File: config.mk
export PLATFORM = sky130hd
export DESIGN_NAME = safety_timer_array
export DESIGN_NICKNAME = d
export VERILOG_FILES = /design/src/rtl/safety_island_pkg.sv /design/src/rtl/safety_timer_channel.sv /design/src/rtl/safety_timer_array.sv
export SDC_FILE = /design/constraint.sdc
export NUM_CORES = 1
export LEC_CHECK = 0
export BUFFER_PORTS_ARGS = -buffer_cell sky130_fd_sc_hd__buf_4
export CORE_UTILIZATION = 40
export CTS_CLUSTER_SIZE = 30
export DETAILED_ROUTE_END_ITERATION = 7
export PLACE_DENSITY_LB_ADDON = 0.25
export SLEW_MARGIN = 20
export SYNTH_ARGS = -nofsm -noshare
export SYNTH_HDL_FRONTEND = slang
export SYNTH_SLANG_ARGS = --single-unit
File: constraint.sdc
create_clock -name clk_i -period 6.28 [get_ports clk_i]
set_input_delay 0.942 -clock clk_i [delete_from_list [all_inputs] [get_ports clk_i]]
set_output_delay 0.942 -clock clk_i [all_outputs]
set_load 0.01 [all_outputs]
File: src/rtl/safety_island_pkg.sv
`default_nettype none
// ============================================================================
// Module      : safety_island_pkg
// Description : Shared constants and types for the safety timer array:
//               register offsets, CTRL/STATUS bit positions, timer mode enum.
// Revision    : 1.0 - initial release
// ============================================================================
package safety_island_pkg;

    // Default channel count and the matching interrupt vector width
    localparam int unsigned NumTimersDefault   = 2;
    localparam int unsigned NumTimerInterrupts = 2 * NumTimersDefault;

    // Per-channel register offsets inside a 0x10 window
    localparam logic [3:0] c_reg_ctrl_off   = 4'h0;
    localparam logic [3:0] c_reg_cnt_off    = 4'h4;
    localparam logic [3:0] c_reg_cmp_off    = 4'h8;
    localparam logic [3:0] c_reg_status_off = 4'hC;

    // CTRL bit positions
    localparam int unsigned c_ctrl_enable_bit   = 0;
    localparam int unsigned c_ctrl_mode_bit     = 1;
    localparam int unsigned c_ctrl_cmp_ie_bit   = 2;
    localparam int unsigned c_ctrl_ovf_ie_bit   = 3;
    localparam int unsigned c_ctrl_prescale_lsb = 8;
    localparam int unsigned c_ctrl_prescale_msb = 15;

    // STATUS bit positions
    localparam int unsigned c_status_cmp_pend_bit = 0;
    localparam int unsigned c_status_ovf_pend_bit = 1;

    typedef enum logic {
        Periodic = 1'b0,
        OneShot  = 1'b1
    } timer_mode_e;

endpackage : safety_island_pkg
`default_nettype wire

File: src/rtl/safety_timer_channel.sv
`default_nettype none
// ============================================================================
// Module      : safety_timer_channel
// Description : One timer channel: CTRL/CNT/CMP/STATUS state, tick
//               generation, compare/overflow pending flags and IRQs.
//               Optional prescaler enabled by SAFETY_TIMER_PRESCALER_EN.
// Revision    : 1.0 - initial release
// ============================================================================
module safety_timer_channel #(
    parameter int unsigned CntWidth = 32
) (
    input  logic        clk,
    input  logic        rst,
    input  logic        i_halt,
    input  logic        i_ctrl_we,
    input  logic        i_cnt_we,
    input  logic        i_cmp_we,
    input  logic        i_status_we,
    input  logic [31:0] i_wdata,
    output logic [31:0] o_ctrl,
    output logic [31:0] o_cnt,
    output logic [31:0] o_cmp,
    output logic [31:0] o_status,
    output logic [1:0]  o_irq
);
    import safety_island_pkg::*;

    localparam logic [CntWidth-1:0] c_cnt_max = '1;

    logic                r_enable;
    timer_mode_e         r_mode;
    logic                r_cmp_ie;
    logic                r_ovf_ie;
    logic [CntWidth-1:0] r_cnt;
    logic [CntWidth-1:0] r_cmp;
    logic                r_cmp_pend;
    logic                r_ovf_pend;

    logic                w_tick;
    logic                w_hw_tick;
    logic                w_match;
    logic                w_at_max;
    logic                w_set_cmp;
    logic                w_set_ovf;
    logic [7:0]          w_prescale_rd;
    logic                w_unused_wdata;

    // Not every write-data bit lands in a register for every CntWidth
    assign w_unused_wdata = ^i_wdata;

`ifdef SAFETY_TIMER_PRESCALER_EN
    logic [7:0] r_prescale;
    logic [7:0] r_ps_cnt;
    logic       w_ps_run;
    logic       w_en_rise;

    assign w_ps_run  = r_enable & ~i_halt;
    assign w_tick    = w_ps_run & (r_ps_cnt == r_prescale);
    assign w_en_rise = i_ctrl_we & i_wdata[c_ctrl_enable_bit] & ~r_enable;
    assign w_prescale_rd = r_prescale;

    // Prescale divider: restarts on enable rising so the first tick is prescale+1 cycles out
    always_ff @(posedge clk or posedge rst) begin
        if (rst) begin
            r_prescale <= 8'h00;
            r_ps_cnt   <= 8'h00;
        end else begin
            if (i_ctrl_we) begin
                r_prescale <= i_wdata[c_ctrl_prescale_msb:c_ctrl_prescale_lsb];
            end
            if (w_en_rise || w_tick) begin
                r_ps_cnt <= 8'h00;
            end else if (w_ps_run) begin
                r_ps_cnt <= r_ps_cnt + 8'h01;
            end
        end
    end
`else
    assign w_tick        = r_enable & ~i_halt;
    assign w_prescale_rd = 8'h00;
`endif

    // A software CNT write in the same cycle cancels all effects of the tick
    assign w_hw_tick = w_tick & ~i_cnt_we;
    assign w_match   = (r_cnt == r_cmp);
    assign w_at_max  = (r_cnt == c_cnt_max);
    assign w_set_cmp = w_hw_tick & w_match;
    assign w_set_ovf = w_hw_tick & w_at_max & ~w_match;

    // Control fields; one-shot match self-disables unless software writes CTRL that cycle
    always_ff @(posedge clk or posedge rst) begin
        if (rst) begin
            r_enable <= 1'b0;
            r_mode   <= Periodic;
            r_cmp_ie <= 1'b0;
            r_ovf_ie <= 1'b0;
        end else if (i_ctrl_we) begin
            r_enable <= i_wdata[c_ctrl_enable_bit];
            r_mode   <= timer_mode_e'(i_wdata[c_ctrl_mode_bit]);
            r_cmp_ie <= i_wdata[c_ctrl_cmp_ie_bit];
            r_ovf_ie <= i_wdata[c_ctrl_ovf_ie_bit];
        end else if (w_set_cmp && (r_mode == OneShot)) begin
            r_enable <= 1'b0;
        end
    end

    // Counter and compare value; software write takes priority over a tick
    always_ff @(posedge clk or posedge rst) begin
        if (rst) begin
            r_cnt <= '0;
            r_cmp <= '0;
        end else begin
            if (i_cnt_we) begin
                r_cnt <= i_wdata[CntWidth-1:0];
            end else if (w_hw_tick) begin
                r_cnt <= (w_match || w_at_max) ? '0 : r_cnt + 1'b1;
            end
            if (i_cmp_we) begin
                r_cmp <= i_wdata[CntWidth-1:0];
            end
        end
    end

    // Pending flags: hardware set beats a simultaneous write-1-to-clear
    always_ff @(posedge clk or posedge rst) begin
        if (rst) begin
            r_cmp_pend <= 1'b0;
            r_ovf_pend <= 1'b0;
        end else begin
            r_cmp_pend <= w_set_cmp |
                          (r_cmp_pend & ~(i_status_we & i_wdata[c_status_cmp_pend_bit]));
            r_ovf_pend <= w_set_ovf |
                          (r_ovf_pend & ~(i_status_we & i_wdata[c_status_ovf_pend_bit]));
        end
    end

    assign o_ctrl   = {16'h0000, w_prescale_rd, 4'h0, r_ovf_ie, r_cmp_ie, r_mode, r_enable};
    assign o_cnt    = 32'(r_cnt);
    assign o_cmp    = 32'(r_cmp);
    assign o_status = {30'h0, r_ovf_pend, r_cmp_pend};
    assign o_irq    = {r_ovf_pend & r_ovf_ie, r_cmp_pend & r_cmp_ie};

endmodule : safety_timer_channel
`default_nettype wire

File: src/rtl/safety_timer_array.sv
`default_nettype none
// ============================================================================
// Module      : safety_timer_array
// Description : Array of NumTimers safety timer channels behind a simple
//               req/gnt/rvalid register port. Address decode, error
//               detection and the one-cycle response live here.
//               Optional macro: SAFETY_TIMER_PRESCALER_EN (per-channel
//               8-bit prescaler in CTRL[15:8]).
// Revision    : 1.0 - initial release
// ============================================================================
module safety_timer_array #(
    parameter int unsigned NumTimers = 2,
    parameter int unsigned CntWidth  = 32,
    parameter int unsigned AddrWidth = 12
) (
    input  logic                   clk_i,
    input  logic                   rst_i,
    input  logic                   reg_req_i,
    input  logic                   reg_we_i,
    input  logic [AddrWidth-1:0]   reg_addr_i,
    input  logic [31:0]            reg_wdata_i,
    output logic                   reg_gnt_o,
    output logic                   reg_rvalid_o,
    output logic [31:0]            reg_rdata_o,
    output logic                   reg_err_o,
    input  logic                   halt_i,
    output logic [2*NumTimers-1:0] irq_o
);
    import safety_island_pkg::*;

    localparam int unsigned c_sel_w   = AddrWidth - 4;
    localparam logic [31:0] c_range   = 32'(NumTimers * 16);

    logic               w_aligned;
    logic               w_in_range;
    logic               w_acc_ok;
    logic [c_sel_w-1:0] w_chan_sel;
    logic [3:0]         w_offset;
    logic [31:0]        w_rd_mux;

    logic [31:0]        w_ctrl_rd   [NumTimers];
    logic [31:0]        w_cnt_rd    [NumTimers];
    logic [31:0]        w_cmp_rd    [NumTimers];
    logic [31:0]        w_status_rd [NumTimers];

    logic               r_rvalid;
    logic [31:0]        r_rdata;
    logic               r_err;

    assign reg_gnt_o  = reg_req_i;
    assign w_aligned  = (reg_addr_i[1:0] == 2'b00);
    assign w_in_range = (32'(reg_addr_i) < c_range);
    assign w_acc_ok   = reg_req_i & w_aligned & w_in_range;
    assign w_chan_sel = reg_addr_i[AddrWidth-1:4];
    assign w_offset   = reg_addr_i[3:0];

    for (genvar gi = 0; gi < NumTimers; gi++) begin : g_chan
        logic w_wr_sel;

        assign w_wr_sel = w_acc_ok & reg_we_i & (w_chan_sel == c_sel_w'(gi));

        safety_timer_channel #(
            .CntWidth (CntWidth)
        ) u_chan (
            .clk         (clk_i),
            .rst         (rst_i),
            .i_halt      (halt_i),
            .i_ctrl_we   (w_wr_sel & (w_offset == c_reg_ctrl_off)),
            .i_cnt_we    (w_wr_sel & (w_offset == c_reg_cnt_off)),
            .i_cmp_we    (w_wr_sel & (w_offset == c_reg_cmp_off)),
            .i_status_we (w_wr_sel & (w_offset == c_reg_status_off)),
            .i_wdata     (reg_wdata_i),
            .o_ctrl      (w_ctrl_rd[gi]),
            .o_cnt       (w_cnt_rd[gi]),
            .o_cmp       (w_cmp_rd[gi]),
            .o_status    (w_status_rd[gi]),
            .o_irq       (irq_o[2*gi +: 2])
        );
    end

    // Read mux over the addressed channel register
    always_comb begin
        w_rd_mux = 32'h0;
        for (int i = 0; i < NumTimers; i++) begin
            if (w_chan_sel == c_sel_w'(i)) begin
                case (w_offset)
                    c_reg_ctrl_off:   w_rd_mux = w_ctrl_rd[i];
                    c_reg_cnt_off:    w_rd_mux = w_cnt_rd[i];
                    c_reg_cmp_off:    w_rd_mux = w_cmp_rd[i];
                    c_reg_status_off: w_rd_mux = w_status_rd[i];
                    default:          w_rd_mux = 32'h0;
                endcase
            end
        end
    end

    // Single-cycle response; reset drops any response in flight
    always_ff @(posedge clk_i or posedge rst_i) begin
        if (rst_i) begin
            r_rvalid <= 1'b0;
            r_rdata  <= 32'h0;
            r_err    <= 1'b0;
        end else begin
            r_rvalid <= reg_req_i;
            r_err    <= reg_req_i & ~(w_aligned & w_in_range);
            r_rdata  <= (w_acc_ok && !reg_we_i) ? w_rd_mux : 32'h0;
        end
    end

    assign reg_rvalid_o = r_rvalid;
    assign reg_rdata_o  = r_rdata;
    assign reg_err_o    = r_err;

endmodule : safety_timer_array
`default_nettype wire
# Yosys cells after proc, flatten, opt, wreduce, memory -nomap -nowiden
# Cells that the tools add are included.
[word_totals]
input_bits = 49
output_inout_bits = 39
reg_bits = 174
wordCells = 109
[op_classes]
n_eq_ne = 8
n_reduce_logical = 13
muxes = 15
order_cmp = 1
bitwise = 51
addsub = 2
[ops]
columns = ["operator", "count"]
rows = [
  ["$mux W32", 9],
  ["$pmux W32 S4", 2],
  ["$add A32 B1 Y32 const B", 2],
  ["$eq A32 B32 Y1", 2],
  ["$eq A32 B32 Y1 const B", 2],
  ["$and A1 B1 Y1", 37],
  ["$lt A12 B6 Y1 const B", 1],
  ["$not A1 Y1", 10],
  ["$eq A4 B4 Y1 const B", 2],
  ["$eq A8 B1 Y1 const B", 1],
  ["$logic_not A8 Y1", 1],
  ["$reduce_bool A2 Y1", 4],
  ["$eq A4 B3 Y1 const B", 1],
  ["$logic_not A4 Y1", 1],
  ["$mux W1", 4],
  ["$or A1 B1 Y1", 4],
  ["$logic_and A1 B1 Y1", 3],
  ["$logic_not A2 Y1", 1],
  ["$logic_or A1 B1 Y1", 2],
  ["$logic_not A1 Y1", 1],
]

# Longest topological paths before layout
[depth]
depth_word = 12
depth_mapped = 10
ltp_nobuf = 7

# Modules after synthesis
# A second synthesis with hierarchy kept.
[unflattened]
hier_cells = 1238
hier_area_um2 = 12276.8
[modules_own_cells]
columns = ["mod", "area_each_um2", "cells_per_inst", "seq_area_each_um2", "instances"]
rows = [
  ["safety_timer_channel", 4474.3, 475, 1751.7, 2],
  ["safety_timer_array", 3328.2, 288, 850.8, 1],
]

# Least setup slack after synthesis
# No wires, ideal clock.
[synth_timing]
path_kind = "input to register"
startpoint = "input reg_addr_i[9]"
endpoint = "register g_chan[1].u_chan.r_cmp_ie"
arrival_ns = 2.536
cell_stages = 6
slack_ns = 3.619
n_path_buf = 1
required_ns = 6.155
setup_ns = 0.125
cell_sequence = "nor4_4 and3_4 nand4_4 or4b_4 buf_6 mux2_4"
[synth_between]
elab_chain_cells = 5
word_cells_on_any_way = 6
cone_classes = "order compare: 1; eq/ne: 1; bitwise: 4"
[synth_rtl]
columns = ["element", "line", "rtl"]
rows = [
  ["from (decl)", "safety_timer_array.sv:20", "input logic [AddrWidth-1:0] reg_addr_i,"],
  ["$lt A12 B6 Y1", "safety_timer_array.sv:52", "assign w_in_range = (32'(reg_addr_i) < c_range);"],
  ["$and A1 B1 Y1", "safety_timer_array.sv:53", "assign w_acc_ok = reg_req_i & w_aligned & w_in_range;"],
  ["$and A1 B1 Y1", "safety_timer_array.sv:60", "assign w_wr_sel = w_acc_ok & reg_we_i & (w_chan_sel == c_sel_w'(gi));"],
  ["$and A1 B1 Y1 (*)", "safety_timer_array.sv:60", ""],
  ["$and A1 B1 Y1 (*)", "safety_timer_array.sv:68", ".i_ctrl_we (w_wr_sel & (w_offset == c_reg_ctrl_off)),"],
  ["to (signal assigned)", "safety_timer_channel.sv:100", "r_cmp_ie <= i_wdata[c_ctrl_cmp_ie_bit];"],
  ["to (decl)", "safety_timer_channel.sv:32", "logic r_cmp_ie;"],
]
# Every way passes the cells marked *; elsewhere a longest branch is shown, timed or not.
# A chain may end at the register's enable or synchronous reset.

# Worst setup path in the final report
[layout_timing]
startpoint = "input reg_addr_i[2]"
endpoint = "register g_chan[0].u_chan.r_cnt[16]"
[layout_between]
elab_chain_cells = 8
word_cells_on_any_way = 10
cone_classes = "order compare: 1; eq/ne: 1; mux: 1; bitwise: 6; reduce/logical: 1"
[layout_rtl]
columns = ["element", "line", "rtl"]
rows = [
  ["$lt A12 B6 Y1", "safety_timer_array.sv:52", ""],
  ["$and A1 B1 Y1", "safety_timer_array.sv:53", ""],
  ["$and A1 B1 Y1 (2 in series)", "safety_timer_array.sv:60", ""],
  ["$and A1 B1 Y1 (*)", "safety_timer_array.sv:69", ".i_cnt_we (w_wr_sel & (w_offset == c_reg_cnt_off)),"],
  ["$not A1 Y1", "safety_timer_channel.sv:84", "assign w_hw_tick = w_tick & ~i_cnt_we;"],
  ["$and A1 B1 Y1", "safety_timer_channel.sv:84", ""],
  ["$reduce_bool A2 Y1 (no source line)", "-", ""],
  ["to (signal assigned)", "safety_timer_channel.sv:114", "r_cnt <= i_wdata[CntWidth-1:0];"],
  ["to (signal assigned)", "safety_timer_channel.sv:116", "r_cnt <= (w_match || w_at_max) ? '0 : r_cnt + 1'b1;"],
  ["to (decl)", "safety_timer_channel.sv:34", "logic [CntWidth-1:0] r_cnt;"],
]
# Marked as above.

==> impl_metrics.env <==
export IMPL_grt_antenna_before_repair=0
export IMPL_synth_fa_ha_area_share_pct=0.246
export IMPL_fin_crit_sh_pct=58.0
export IMPL_min_path_type="reg2reg"
export IMPL_synth_common_cells="174 x dfrtp_1, 68 x mux2_2, 67 x clkbuf_1, 65 x nand2_1, 65 x xnor2_1"
export IMPL_tns_ns=0
export IMPL_fillers=2458
export IMPL_io_pin_count=88
export IMPL_status="completed"
export IMPL_regToRegSetupSlack_ns=3.04
export IMPL_cts_setup_buffers=0
export IMPL_worstPathRequired_ns=6.60
export IMPL_whs_endpoint="g_chan[0].u_chan.r_cmp_ie$_DFFE_PP0P_"
export IMPL_io_buffers=87
export IMPL_grt_overflow=0
export IMPL_critPathMaxFanout=58
export IMPL_place_ws_ns=2.25
export IMPL_vias_per_cell=6.15
export IMPL_synth_edf_count=0
export IMPL_path_clk_slew_ns=0.07
export IMPL_drv_slew=0
export IMPL_peakVddDrop_mv=0.119
export IMPL_start_kind="primary input"
export IMPL_critPathTopFamily="simple AND/OR/NAND/NOR gates"
export IMPL_gp_congestion=0.907
export IMPL_regToRegStartpoint="g_chan[0].u_chan.o_cnt[0]$_DFFE_PP0P_"
export IMPL_cts_resized=0
export IMPL_power_leakage_nw=4.69
export IMPL_hold_viol=0
export IMPL_timing_final_crit_period_ns=3.64
export IMPL_fin_worst_skew_ns=0.0146
export IMPL_cpPeakStageDelay_ns=0.87
export IMPL_grt_max_degree=87
export IMPL_whs_path_depth=1
export IMPL_ant_nets=0
export IMPL_holdBufCountCts=0
export IMPL_slew_headroom_pct=34.2
export IMPL_grtUsageTotal_pct=25.1
export IMPL_final_nets=1122
export IMPL_synth_mux_area_share_pct=9.06
export IMPL_post_route_util_pct=45.7
export IMPL_h_tree_depth=4
export IMPL_p_per_area_nw_per_um2=203
export IMPL_design_area_sq_um=11500
export IMPL_wire_per_inst_um=22.8
export IMPL_drtIter0Drc=909
export IMPL_yosys_warnings=0
export IMPL_synth_cell_types=67
export IMPL_num_rows=58
export IMPL_start_util_pct=40.6
export IMPL_cap_violations=0
export IMPL_crit_top_cell="buf_4"
export IMPL_drcViolationCount=0
export IMPL_avgSynthCellArea_sq_um=9.60
export IMPL_cts_tree="done"
export IMPL_clk_latency_ns=0.44
export IMPL_grt_pass1_wl_um=49700
export IMPL_crit_slowest_cell="and4_2"
export IMPL_ys_flop_type="dfrtp_1"
export IMPL_syn_to_final_growth_pct=12.6
export IMPL_cts_path_max_buffers=2
export IMPL_die_h_um=162
export IMPL_fmax_mhz=275
export IMPL_core_area_sq_um=25100
export IMPL_end_kind="flip-flop"
export IMPL_worst_ep_arrival_time_ns=3.96
export IMPL_ys_seq_area_share_pct=42.7
export IMPL_die_w_um=162
export IMPL_synth_cells=1061
export IMPL_synth_nets=1112
export IMPL_synth_area_sq_um=10200
export IMPL_synthArstFlopShare_pct=100
export IMPL_r2r_cells=8
export IMPL_cts_made_buffers=17
export IMPL_synth_top_area_share_pct=42.7
export IMPL_synthSimpleGateAreaFrac_pct=18.7
export IMPL_path_buf_inv=3
export IMPL_synth_compound_area_share_pct=18.1
export IMPL_cts_sinks=174
export IMPL_rsz0062_at_grt="no"
export IMPL_dieArea_sq_um=26100
export IMPL_worstSetupPathType="in2reg"
export IMPL_diodes=0
export IMPL_synth_top_family_by_area="simple AND/OR/NAND/NOR gates"
export IMPL_vias=8702
export IMPL_worst_pin_slew_ns=0.987
export IMPL_yosysTopAreaCell="dfrtp_1"
export IMPL_finalWirelength_um=32200
export IMPL_cts_root_buf="clkbuf_16"
export IMPL_path_cells="buf_4 > nor4b_4 > buf_4 > and4_2 > or2_1 > a21oi_4 > buf_4 > a222oi_1 > o21ai_1"
export IMPL_dr_pass1_iters=6
export IMPL_setup_viol=0
export IMPL_placed_area_sq_um=10900
export IMPL_synth_most_common_cell="dfrtp_1"
export IMPL_fin_ws_ns=2.64
export IMPL_detailed_place_hpwl_um=22300
export IMPL_r2r_end="g_chan[0].u_chan.o_cnt[13]$_DFFE_PP0P_"
export IMPL_hp_start="g_chan[0].u_chan.r_cmp_ie$_DFFE_PP0P_"
export IMPL_synth_seq_cells=174
export IMPL_first_global_vias=8204
export IMPL_synthXorXnorAreaFrac_pct=5.67
export IMPL_drive_above_1_share_pct=21.5
export IMPL_synth_area_top_cells="dfrtp_1 43%, mux2_2 7.5%, xnor2_1 5.6%"
==> final cells by class <==
| type | instances | area (sq um) | share of cell area, % |
|---|---|---|---|
| clock buffers | 19 | 453 | 3.95 |
| inverters | 17 | 68.8 | 0.600 |
| well taps | 330 | 413 | 3.60 |
| multi-input cells | 762 | 5300 | 46.2 |
| repair buffers | 99 | 743 | 6.48 |
| clock inverters | 13 | 139 | 1.21 |
| flip-flops and latches | 174 | 4350 | 37.9 |
==> metrics by stage <==
stage               hold WS, ns  power, mW  instances
floorplan                 0.479       1.20       1061
global placement          0.528       1.27       1382
detailed placement        0.532       1.27       1382
CTS                       0.556       2.34       1414
global route              0.561       2.39       1414
finish                    0.556       2.32       1414
==> power by group <==
part | internal, mW | switching [mW] | total, mW
registers | 1.12 | 0.00269 | 1.12
clock network | 0.607 | 0.473 | 1.08
logic | 0.0361 | 0.0827 | 0.119
==> flip-flops by register name (all words and copies together) (netlist names) <==
signal	count
g_chan.u_chan.r_cmp_ie	2
g_chan.u_chan.o_cnt	64
g_chan.u_chan.r_ovf_pend	2
g_chan.u_chan.o_cmp	64
g_chan.u_chan.r_enable	2
reg_rvalid_o	1
g_chan.u_chan.r_mode	2
g_chan.u_chan.r_cmp_pend	2
g_chan.u_chan.r_ovf_ie	2
reg_rdata_o	32
reg_err_o	1
==> worst reg2reg max path, cell delays in order (launching register included) <==
cell	delay (ns)
dfrtp_1	0.49
ha_1	0.25
nand3_1	0.28
nor4_1	0.42
nand4_1	0.74
buf_4	0.50
o311a_1	0.15
a22oi_1	0.15
o311ai_1	0.12
==> worst max-delay path by stage <==
stage	startpoint	to	slack [ns]	depth (start not counted)
after floorplan	rst_i	g_chan[0].u_chan.o_cmp[0]$_DFFE_PP0P_	0.62	1
after global placement	reg_addr_i[2]	g_chan[0].u_chan.o_cnt[19]$_DFFE_PP0P_	2.28	9
after detailed placement	reg_addr_i[2]	g_chan[0].u_chan.o_cnt[16]$_DFFE_PP0P_	2.25	9
after CTS	reg_addr_i[2]	g_chan[0].u_chan.o_cnt[16]$_DFFE_PP0P_	2.70	9
after global routing	reg_addr_i[2]	g_chan[0].u_chan.o_cnt[16]$_DFFE_PP0P_	2.41	9
final	reg_addr_i[2]	g_chan[0].u_chan.o_cnt[16]$_DFFE_PP0P_	2.64	9
==> logic make-up (layout without fill, tap and decap cells) <==
family,after synthesis,in the layout
buffers and inverters,125,148
AO/OA/AOI/OAI,269,269
adder cells (fa/ha/maj),2,2
AND/OR/NAND/NOR,344,344
multiplexers,81,81
flip-flops,174,174
XOR/XNOR,66,66
==> cells in the final DEF (no fill, tap or decap), drive strengths merged, types with 3 or more instances in the layout <==
cell type and n:
dfrtp 174, buf 99, mux2 71, xnor2 65
nand2 65, nor2 59, a21oi 53, nand4 50
nand3 49, a22oi 44, o21ai 43, a211oi 34
nor3 33, a221oi 32, and3 24, a31oi 19
clkbuf 19, inv 18, nor4 16, and2 14
o211ai 9, mux2i 9, a22o 8, nand3b 6
o21a 5, clkinvlp 5, and4 5, or2 5
clkinv 5, or3 4, a222oi 4, nor2b 3
nand4b 3, a32oi 3, o31a 3, nand2b 3
o311ai 3
==> metal layers <==
layer,vias up,GRT usage (%),part of all wire [%]
met1,4337,35.7,45
met3,45,3.85,5.7
met2,353,39.1,46
met5,-,0,0
li1,3967,-,-
met4,0,7.80,2.6
Note: power is estimated with default switching activity, not from simulation.
